==> config.mk <==
export PLATFORM = sky130hd
export DESIGN_NAME = pc_fetch_sequencer
export DESIGN_NICKNAME = d
export VERILOG_FILES = /design/src/rtl/pc_fetch_sequencer_pkg.sv /design/src/rtl/pc_fetch_sequencer_adder.sv /design/src/rtl/pc_fetch_sequencer.sv
export SDC_FILE = /design/constraint.sdc
export NUM_CORES = 1
export LEC_CHECK = 0
export BUFFER_PORTS_ARGS = -buffer_cell sky130_fd_sc_hd__buf_2
export CORE_UTILIZATION = 52
export CTS_BUF_LIST = sky130_fd_sc_hd__clkbuf_4 sky130_fd_sc_hd__clkbuf_8 sky130_fd_sc_hd__clkbuf_16
export DETAILED_ROUTE_END_ITERATION = 16
export PLACE_DENSITY = 0.79
export SLEW_MARGIN = 20
export SYNTH_ARGS = -nofsm -noshare
export SYNTH_HDL_FRONTEND = slang
export SYNTH_SLANG_ARGS = --single-unit
==> constraint.sdc <==
create_clock -name CLK -period 5.1 [get_ports CLK]
set_input_delay 0.765 -clock CLK [delete_from_list [all_inputs] [get_ports CLK]]
set_output_delay 0.765 -clock CLK [all_outputs]
set_load 0.02 [all_outputs]
==> src/rtl/pc_fetch_sequencer_pkg.sv <==
// rtl/pc_fetch_sequencer_pkg.sv - shared state encoding and defaults for the fetch sequencer
package pc_fetch_sequencer_pkg;

    typedef enum logic [1:0] {
        S_BOOT  = 2'd0,
        S_REQ   = 2'd1,
        S_VALID = 2'd2,
        S_FAULT = 2'd3
    } fetch_state_t;

    localparam logic [31:0] RESET_PC_DEFAULT = 32'h0000_0000;
    localparam int unsigned PC_STEP_DEFAULT  = 4;

endpackage

==> src/rtl/pc_fetch_sequencer_adder.sv <==
// rtl/pc_fetch_sequencer_adder.sv - modulo-2^WIDTH adder used for PC increments
module Adder #(
    parameter int WIDTH = 32
) (
    input  logic [WIDTH-1:0] Adder_IN1,
    input  logic [WIDTH-1:0] Adder_IN2,
    output logic [WIDTH-1:0] Adder_OUT
);

    // Carry out is dropped on purpose: PC arithmetic wraps silently.
    assign Adder_OUT = Adder_IN1 + Adder_IN2;

endmodule

==> src/rtl/pc_fetch_sequencer.sv <==
// rtl/pc_fetch_sequencer.sv - program counter owner and instruction fetch sequencer
module pc_fetch_sequencer
    import pc_fetch_sequencer_pkg::*;
#(
    parameter int                WIDTH    = 32,
    parameter logic [WIDTH-1:0]  RESET_PC = WIDTH'(RESET_PC_DEFAULT),
    parameter int unsigned       PC_STEP  = PC_STEP_DEFAULT
) (
    input  logic             CLK,
    input  logic             RST,
    input  logic             Stall,
    input  logic             Jump,
    input  logic [WIDTH-1:0] Jump_Target,
    input  logic             Branch_Taken,
    input  logic [WIDTH-1:0] Branch_Target,
    output logic             IMem_Req,
    output logic [WIDTH-1:0] IMem_Addr,
    input  logic             IMem_Ack,
    input  logic [WIDTH-1:0] IMem_RData,
    output logic             Fetch_Valid,
    output logic [WIDTH-1:0] Fetch_Instr,
    output logic [WIDTH-1:0] Fetch_PC,
    output logic [WIDTH-1:0] Fetch_PC_Plus4,
    output logic             Fault
);

    localparam logic [WIDTH-1:0] STEP = WIDTH'(PC_STEP);

    fetch_state_t     state_q, state_d;
    logic [WIDTH-1:0] pc_q, pc_d;
    logic             pending_q, pending_d;
    logic [WIDTH-1:0] pend_tgt_q, pend_tgt_d;
    logic             req_q, req_d;
    logic             valid_q, valid_d;
    logic [WIDTH-1:0] instr_q, instr_d;
    logic [WIDTH-1:0] fpc_q, fpc_d;
    logic             fault_q, fault_d;

    logic             redir;
    logic [WIDTH-1:0] redir_tgt;
    logic             redir_bad;
    logic [WIDTH-1:0] pc_next_seq;

    Adder #(.WIDTH(WIDTH)) u_pc_adder (
        .Adder_IN1 (pc_q),
        .Adder_IN2 (STEP),
        .Adder_OUT (pc_next_seq)
    );

    Adder #(.WIDTH(WIDTH)) u_link_adder (
        .Adder_IN1 (fpc_q),
        .Adder_IN2 (STEP),
        .Adder_OUT (Fetch_PC_Plus4)
    );

    // Jump outranks a simultaneous branch; a misaligned winner is a fault.
    always_comb begin
        redir     = Jump | Branch_Taken;
        redir_tgt = Jump ? Jump_Target : Branch_Target;
        redir_bad = redir && (redir_tgt[1:0] != 2'b00);
    end

    // Next-state and next-output logic for the fetch FSM.
    always_comb begin
        state_d    = state_q;
        pc_d       = pc_q;
        pending_d  = pending_q;
        pend_tgt_d = pend_tgt_q;
        req_d      = req_q;
        valid_d    = valid_q;
        instr_d    = instr_q;
        fpc_d      = fpc_q;
        fault_d    = fault_q;

        unique case (state_q)
            S_BOOT: begin
                // Redirects are ignored until the first request goes out.
                state_d = S_REQ;
                req_d   = 1'b1;
            end
            S_REQ: begin
                if (redir_bad) begin
                    state_d = S_FAULT;
                    req_d   = 1'b0;
                    valid_d = 1'b0;
                    fault_d = 1'b1;
                end else if (IMem_Ack) begin
                    if (redir || pending_q) begin
                        // Returned word belongs to the old stream; refetch at target.
                        pc_d      = redir ? redir_tgt : pend_tgt_q;
                        pending_d = 1'b0;
                    end else begin
                        instr_d = IMem_RData;
                        fpc_d   = pc_q;
                        valid_d = 1'b1;
                        req_d   = 1'b0;
                        state_d = S_VALID;
                    end
                end else if (redir) begin
                    // Address must stay stable, so remember the redirect until Ack.
                    pending_d  = 1'b1;
                    pend_tgt_d = redir_tgt;
                end
            end
            S_VALID: begin
                if (redir_bad) begin
                    state_d = S_FAULT;
                    valid_d = 1'b0;
                    fault_d = 1'b1;
                end else if (redir) begin
                    valid_d = 1'b0;
                    pc_d    = redir_tgt;
                    req_d   = 1'b1;
                    state_d = S_REQ;
                end else if (!Stall) begin
                    valid_d = 1'b0;
                    pc_d    = pc_next_seq;
                    req_d   = 1'b1;
                    state_d = S_REQ;
                end
            end
            S_FAULT: begin
                req_d   = 1'b0;
                valid_d = 1'b0;
                fault_d = 1'b1;
            end
            default: state_d = S_BOOT;
        endcase
    end

    // State and registered outputs; reset abandons any in-flight request.
    always_ff @(posedge CLK or posedge RST) begin
        if (RST) begin
            state_q    <= S_BOOT;
            pc_q       <= RESET_PC;
            pending_q  <= 1'b0;
            pend_tgt_q <= '0;
            req_q      <= 1'b0;
            valid_q    <= 1'b0;
            instr_q    <= '0;
            fpc_q      <= RESET_PC;
            fault_q    <= 1'b0;
        end else begin
            state_q    <= state_d;
            pc_q       <= pc_d;
            pending_q  <= pending_d;
            pend_tgt_q <= pend_tgt_d;
            req_q      <= req_d;
            valid_q    <= valid_d;
            instr_q    <= instr_d;
            fpc_q      <= fpc_d;
            fault_q    <= fault_d;
        end
    end

    assign IMem_Req    = req_q;
    assign IMem_Addr   = pc_q;
    assign Fetch_Valid = valid_q;
    assign Fetch_Instr = instr_q;
    assign Fetch_PC    = fpc_q;
    assign Fault       = fault_q;

endmodule

======== Yosys cells after proc, flatten, opt, wreduce, memory -nomap -nowiden ========
Index checks and enable logic that the tools add are counted.
storage, ports and cells
  flip-flop bits (word level) ............. 134
  input bits .............................. 102
  output and inout bits ................... 131
  logic and storage cells ................. 81
operators by class
  add/subtract/negate cells ............... 2
  equal/unequal tests ..................... 13
  multiplexer cells ....................... 35
  bitwise gates (word level) .............. 4
  reductions and logical operators ........ 18
operator list
  operator                                                          number
  32-bit two-way mux                                                8
  32-bit by 3-bit adder with 32-bit output (second input constant)  2
  32-bit case mux with 2 select lines                               1
  4-bit AND reduction                                               5
  1-bit two-way mux                                                 16
  2-bit two-way mux                                                 6
  3-bit != test (second input constant)                             3
  2-bit != test (second input constant)                             4
  2-bit nonzero test                                                4
  2-bit case mux with 3 select lines                                1
  6-bit AND reduction                                               1
  3-bit nonzero test                                                2
  2-bit == test (second input constant)                             2
  2-bit by 1-bit != test with 1-bit output (second input constant)  2
  4-bit != test (second input constant)                             1
  1-bit case mux with 4 select lines                                1
  1-bit NOT                                                         3
  1-bit case mux with 3 select lines                                1
  3-bit AND reduction                                               1
  2-bit by 1-bit == test with 1-bit output (second input constant)  1
  2-bit logical NOT                                                 1
  1-bit case mux with 2 select lines                                1
  2-bit AND reduction                                               1
  2-bit OR reduction                                                1
  3 further kinds                                                   3

======== Depth between registers and ports, before layout ========
Gate-level depths: netlist of run 1.
  word-level depth ........................ 6
  gate-level depth with buffers ........... 8
  depth with buffers taken out ............ 7

======== Cells and area by module ========
A second synthesis of run 1 with hierarchy kept.
unflattened totals
  cell total of the unflattened synthesis .. 1001
  area, all modules ....................... 9983.3 um2
modules (own cells, without submodules)
  module                instances  cells an instance  area each (um2)  sequential area each (um2)
  pc_fetch_sequencer    1          511                6470.0           3353.2
  Adder (u_pc_adder)    1          249                1769.2           0.0
  Adder (u_link_adder)  1          241                1744.2           0.0

======== Worst setup path before layout of run 1 ========
Ideal clock, no wire load.
  path kind ............................... register to output
  start point ............................. reg fpc_q[16] (netlist: Fetch_PC[16])
  end point ............................... out Fetch_PC_Plus4[31]
  arrival time ............................ 1.977 ns
  data required time ...................... 4.335 ns
  setup slack ............................. 2.358 ns
  stages on the path, launching flop included .. 6
  path buffers ............................ 0
  cells stage by stage .................... dfrtp_1 -> nand4_1 -> nor4_1 -> and4_1 -> nand4_1 -> xnor2_1
on the way
  cells in the longest elaborated chain, start to end .. 1
ends and longest elaborated chain
  element                                   line                            source
  from (decl)                               pc_fetch_sequencer.sv:36        logic [WIDTH-1:0] fpc_q, fpc_d;
  from (signal assigned)                    pc_fetch_sequencer.sv:151       fpc_q <= fpc_d;
  32-bit by 3-bit adder with 32-bit output  pc_fetch_sequencer_adder.sv:11  assign Adder_OUT = Adder_IN1 + Adder_IN2;
  to (decl)                                 pc_fetch_sequencer.sv:23        output logic [WIDTH-1:0] Fetch_PC_Plus4,
Every way passes these cells.

======== Worst setup path after layout of run 1 ========
  start point ............................. reg fpc_q[4] (netlist: Fetch_PC[4])
  end point ............................... out Fetch_PC_Plus4[25]
The elaborated chain is that of the path after synthesis.

==> results of run 1 <==
## cell usage after synthesis (13+ instances only)
cell	count	area (µm²)
nand3_1	24	120.1
o21ai_1	46	230.2
nor2_1	47	176.4
dfrtp_1	134	3353
mux2_1	63	709.4
xnor2_1	23	201.4
a31oi_1	16	100.1
inv_1	15	56.30
a21oi_1	40	200.2
nand4_1	13	81.33
o21ai_0	14	70.07
nand2_1	47	176.4
a2bb2oi_1	31	271.5
nand3b_1	13	97.59
nor3_1	16	80.08
clkbuf_1	34	127.6
o22ai_1	18	112.6
## area by class of cell
| cell class | count | area, µm² | share of cell area |
|---|---|---|---|
| Multi-Input combinational cell | 546 | 3800 | 0.4097 |
| Sequential cell | 134 | 3353 | 0.3615 |
| Timing Repair Buffer | 243 | 1244 | 0.1341 |
| Clock buffer | 18 | 439.2 | 0.04735 |
| Tap cell | 180 | 225.2 | 0.02428 |
| Clock inverter | 14 | 148.9 | 0.01605 |
| Inverter | 16 | 65.06 | 0.007015 |
## worst max-delay path, cell delays in order (launching register included)
cell	delay [ps]
dfrtp_1	450
nand2_1	100
nor3_1	530
nor3b_1	520
nand4_1	180
xnor2_1	150
buf_2	170
## sequential cells by signal (all words and copies together), names as in the netlist
name         cells
state_q          2
pend_tgt_q      32
Fetch_PC        32
Fault            1
IMem_Addr       32
Fetch_Valid      1
pending_q        1
Fetch_Instr     32
IMem_Req         1
## logic make-up (layout without fill, tap and decap cells)
group / Yosys count / count (layout) / share of synthesized area
simple gates: 216 / 216 / 0.1575
fa+ha+maj: 6 / 6 / 0.01014
flops: 134 / 134 / 0.4530
buf+inv: 65 / 291 / 0.03549
compound gates: 230 / 230 / 0.2108
xor+xnor: 28 / 28 / 0.03313
mux: 66 / 66 / 0.09990
## worst min-delay path by stage
stage,from,to,slack [ps],cells past startpoint
after floorplan,pend_tgt_q[0],pend_tgt_q[0],440,1
after global placement,pend_tgt_q[0],pend_tgt_q[0],460,1
after detailed placement,Fault,Fault,460,1
after CTS,Fault,Fault,480,1
after global routing,Fault,Fault,490,1
final,Fault,Fault,470,1
## power groups by stage
stage          sequential [mW]  clock (mW)  combinational, mW
2_1_floorplan             2.39           0               1.09
3_3_place_gp              2.09           0               2.16
3_5_place_dp              2.11           0               2.22
4_1_cts                   2.10        1.23               2.23
5_1_grt                   2.18        1.27               2.40
6_report                  2.11        1.21               2.22
## routing by layer
layer  vias to the layer above  share of wire  track usage
met3                        40          0.087      0.05686
met5                         -              0            0
met1                      3339           0.42       0.4095
met4                         0          0.021       0.1150
li1                       3251              -            -
met2                       383           0.47       0.4371
## metrics by stage
step	std cells	setup WS (ps)	util
2_1_floorplan	745	752.2	-
3_3_place_gp	1119	1892	0.6252
4_1_cts	1151	1730	0.6676
5_1_grt	1151	1411	0.6682
3_5_place_dp	1119	1804	0.6252
6_report	1151	1807	0.6682
==> flow_metrics.env, run 1 <==
export IMPL_outcome="finished, final reports clean"
export IMPL_fp_dieW_um=121.3
export IMPL_num_rows=43
export IMPL_comb_power_share=0.401
export IMPL_synth_top_flop_cell="dfrtp_1"
export IMPL_cts_inserted_buffers=17
export IMPL_clock_fmax_mhz=303.7
export IMPL_drt_iter0_drc=636
export IMPL_n_antenna_cell=0
export IMPL_final_common_cell="buf_2"
export IMPL_gp_congestion=0.9047
export IMPL_setup_worst_path_start="Fetch_PC[4]"
export IMPL_critical_path_class="reg2out"
export IMPL_max_cap_violations=0
export IMPL_num_vias=7013
export IMPL_core_um2=13880
export IMPL_r2r_end="IMem_Addr[12]"
export IMPL_dp_hpwl_um=15020
export IMPL_ant_nets=0
export IMPL_tightest_slew_ps=1005
export IMPL_switchingPower_mw=2.385
export IMPL_crit_required_ps=4340
export IMPL_routed_via_density=6.093
export IMPL_syn_nets=853
export IMPL_swShare=0.4301
export IMPL_clock_sinks=134
export IMPL_r2r_setup_slack_ps=2250
export IMPL_power_density_nw_per_um2=597.9
export IMPL_worstSetupEndpoint="Fetch_PC_Plus4[25]"
export IMPL_htreeDepth=4
export IMPL_rsz0062_at_grt="false"
export IMPL_netlist_area_um2=7402
export IMPL_slew_headroom=0.3274
export IMPL_wl_um=21290
export IMPL_track_usage=0.2901
export IMPL_ys_warnings_count=0
export IMPL_setup_tns_final_ps=0
export IMPL_synth_edf_count=0
export IMPL_layout_cells_most_common_list="buf_2 (232), dfrtp_1 (134), mux2_1 (63)"
export IMPL_reg2reg_from="state_q[0]"
export IMPL_period_share=0.6456
export IMPL_die_h_um=121.3
export IMPL_ctsRootBufferMaster="clkbuf_16"
export IMPL_worst_setup_path_start_kind="flop"
export IMPL_pwr_share_clk=0.219
export IMPL_cts_buffer_depth=2
export IMPL_grt_max_degree=97
export IMPL_hold_violations=0
export IMPL_drive_gt1_frac=0.2956
export IMPL_pwr_share_seq=0.381
export IMPL_ys_ff_latch=134
export IMPL_r2r_cells=8
export IMPL_finalSetupViolations=0
export IMPL_hold_buffers=0
export IMPL_path_max_fanout=7
export IMPL_post_cts_resized=0
export IMPL_fin_area_um2=9275
export IMPL_p_int_mw=3.160
export IMPL_ios=233
export IMPL_dieArea_um2=14720
export IMPL_numPortBuffers=232
export IMPL_arrival_ps=2530
export IMPL_netlist_instances=745
export IMPL_num_nets_final=1066
export IMPL_cts_tree="yes"
export IMPL_grt_first_pass_wirelength_um=32830
export IMPL_drt_wirelength_per_cell_um=18.49
export IMPL_post_cts_buffers=0
export IMPL_grt_overflow=0
export IMPL_drtPass1Iterations=6
export IMPL_finClkSkew_ps=6.958
export IMPL_insertion_delay_ps=420
export IMPL_power_mw=5.546
export IMPL_period_minus_slack_ps=3293
export IMPL_start_util=0.5333
export IMPL_final_max_slew_viol_count=0
export IMPL_syn_avg_cell_area_um2=9.936
export IMPL_remaining_drc_errors=0
export IMPL_fill_cells=1112
export IMPL_holdWs_ps=469.9
export IMPL_hp_class="reg2reg"
export IMPL_p_leak_nw=4.345
export IMPL_grt_pass1_vias=6105
export IMPL_antenna_found_initial=0
export IMPL_area_growth_pct=25.30
export IMPL_async_flop_share=1.000
export IMPL_synth_cell_types=59
export IMPL_end_kind="output port"
export IMPL_clkTransAtPathRegs_ps=60
export IMPL_dpl_cell_area_um2=8678
export IMPL_yosysSeqAreaShare=0.4530
export IMPL_ir_drop_mv=0.2626
(Power assumes the default switching activity.)
==> run 2: changes to the inputs <==
==> constraint.sdc (replaced) <==
create_clock -name CLK -period 3.3 [get_ports CLK]
set_input_delay 0.495 -clock CLK [delete_from_list [all_inputs] [get_ports CLK]]
set_output_delay 0.495 -clock CLK [all_outputs]
set_load 0.02 [all_outputs]
==> run 2 against run 1 <==
Net effect:
- register-to-register slack worse by 1600 ps
- flip-flop and latch count stayed put
- wire length is 1.3% higher
- hold slack worse by 220 ps
- sequential power is 54% higher
- power is 54% higher
- via count is 1.6% higher
- clock skew is 6.0 ps higher
- count of clock-buffer cells in the layout is 3 higher
- non-clock buffer count is 13 higher
- setup slack worse by 1500 ps
- final cell count is 1.2% higher
==> flow_metrics.env, run 2 (synthesis results as in run 1) <==
export IMPL_gp_congestion=0.8772
export IMPL_reg2reg_from="state_q[0]"
export IMPL_r2r_setup_slack_ps=680
export IMPL_area_growth_pct=26.74
export IMPL_track_usage=0.2997
export IMPL_ctsRootBufferMaster="clkbuf_16"
export IMPL_worstSetupEndpoint="Fetch_PC_Plus4[31]"
export IMPL_fin_area_um2=9382
export IMPL_finalSetupViolations=0
export IMPL_worst_path_stages=6
export IMPL_end_kind="output port"
export IMPL_grt_overflow=0
export IMPL_crit_buf_inv=1
export IMPL_post_cts_buffers=0
export IMPL_numPortBuffers=232
export IMPL_hp_class="in2async"
export IMPL_clkTransAtPathRegs_ps=60
export IMPL_dpl_cell_area_um2=8800
export IMPL_path_max_fanout=6
export IMPL_crit_top_cell="nand4_1"
export IMPL_hold_buffers=0
export IMPL_routed_via_density=6.118
export IMPL_htreeDepth=4
export IMPL_final_max_slew_viol_count=0
export IMPL_outcome="finished, final reports clean"
export IMPL_drt_wirelength_per_cell_um=18.50
export IMPL_drtPass1Iterations=6
export IMPL_critical_path_class="reg2out"
export IMPL_post_cts_resized=0
export IMPL_ir_drop_mv=0.3924
export IMPL_crit_required_ps=2800
export IMPL_setup_worst_path_start="Fetch_PC[17]"
export IMPL_final_common_cell="buf_2"
export IMPL_grt_pass1_vias=6484
export IMPL_slew_headroom=0.4749
export IMPL_p_leak_nw=4.376
export IMPL_cpMaxStageDelayCell="nor4_1"
export IMPL_ant_nets=0
export IMPL_start_util=0.5333
export IMPL_fin_util=0.6759
export IMPL_core_um2=13880
export IMPL_power_density_nw_per_um2=912.7
export IMPL_fp_dieW_um=121.3
export IMPL_dieArea_um2=14720
export IMPL_num_nets_final=1079
export IMPL_finClkSkew_ps=12.98
export IMPL_worst_setup_path_start_kind="flop"
export IMPL_layout_cells_most_common_list="buf_2 (232), dfrtp_1 (134), mux2_1 (63)"
export IMPL_ios=233
export IMPL_cts_inserted_buffers=17
export IMPL_drive_gt1_frac=0.3049
export IMPL_r2r_cells=7
export IMPL_r2r_end="IMem_Addr[30]"
export IMPL_remaining_drc_errors=0
export IMPL_grt_max_degree=135
export IMPL_period_minus_slack_ps=2961
export IMPL_antenna_found_initial=1
export IMPL_cts_tree="yes"
export IMPL_rsz0062_at_grt="false"
export IMPL_hold_violations=0
export IMPL_crit_chain="nand4_1 > nor4_1 > and4_1 > nand4_1 > xnor2_1 > buf_2"
export IMPL_fill_cells=1116
export IMPL_die_h_um=121.3
export IMPL_holdWs_ps=251.3
export IMPL_critPathMaxStageDelay_ps=550
export IMPL_clock_sinks=134
export IMPL_wl_um=21560
export IMPL_max_cap_violations=0
export IMPL_setup_tns_final_ps=0
export IMPL_period_share=0.8973
export IMPL_cts_buffer_depth=2
export IMPL_tightest_slew_ps=786.0
export IMPL_drt_iter0_drc=575
export IMPL_insertion_delay_ps=420
export IMPL_grt_first_pass_wirelength_um=33980
export IMPL_num_vias=7128
export IMPL_dp_hpwl_um=15380
export IMPL_cp_top_family="simple AND/OR/NAND/NOR gates"
export IMPL_clock_fmax_mhz=337.7
export IMPL_num_rows=43
export IMPL_arrival_ps=2470
## run 2: worst register-to-register path: stages, from the launching register on
cell and delay, ps:
dfrtp_1 430, inv_1 80, ha_1 510, inv_1 120, o22ai_1 420, nand2b_1 330, or4b_1 580, nand3_1 90
## run 2: report_power, final
| part | leakage, nW | switching, mW | total [mW] | internal (mW) |
|---|---|---|---|---|
| combinational | 2.47 | 2.10 | 3.49 | 1.39 |
| clock | 0.270 | 0.704 | 1.82 | 1.11 |
| sequential | 1.64 | 0.867 | 3.25 | 2.39 |
| total | 4.38 | 3.67 | 8.56 | 4.89 |
## run 2: how the worst min path moves through the flow
stage / cells after the start / endpoint / from
detailed placement: 1 / Fault / Fault
global route: 2 / Fetch_Instr[10] / IMem_RData[10]
floorplan: 1 / pend_tgt_q[0] / pend_tgt_q[0]
finish: 3 / Fetch_Instr[0] / RST
CTS: 2 / Fetch_Instr[10] / IMem_RData[10]
global placement: 1 / Fault / Fault
## run 2: routing by layer
| layer | global-route usage | wire [µm] | part of all wire |
|---|---|---|---|
| met1 | 0.4158 | 9223 | 0.43 |
| met2 | 0.4485 | 10040 | 0.47 |
| met3 | 0.07237 | 1741 | 0.081 |
| met4 | 0.1204 | 550 | 0.026 |
| met5 | 0 | 0 | 0 |
## run 2: layout make-up
type                            instances  area, µm²  area share
Clock buffer                           21      480.5     0.05121
Timing Repair Buffer                  256       1366      0.1456
Clock inverter                         11      98.84     0.01054
Inverter                               16      63.81    0.006802
Multi-Input combinational cell        546       3791      0.4041
Sequential cell                       134       3353      0.3574
Tap cell                              180      225.2     0.02401
Antenna cell                            1      2.502   0.0002667
## run 2: metrics by stage
step / setup slack, ps / power (mW) / std cells
3_3_place_gp: 798.1 / 6.622 / 1132
3_5_place_dp: 757.2 / 6.740 / 1132
6_report: 338.8 / 8.562 / 1165
2_1_floorplan: 828.3 / 5.378 / 745
4_1_cts: 307.2 / 8.579 / 1164
5_1_grt: 213.3 / 9.077 / 1165
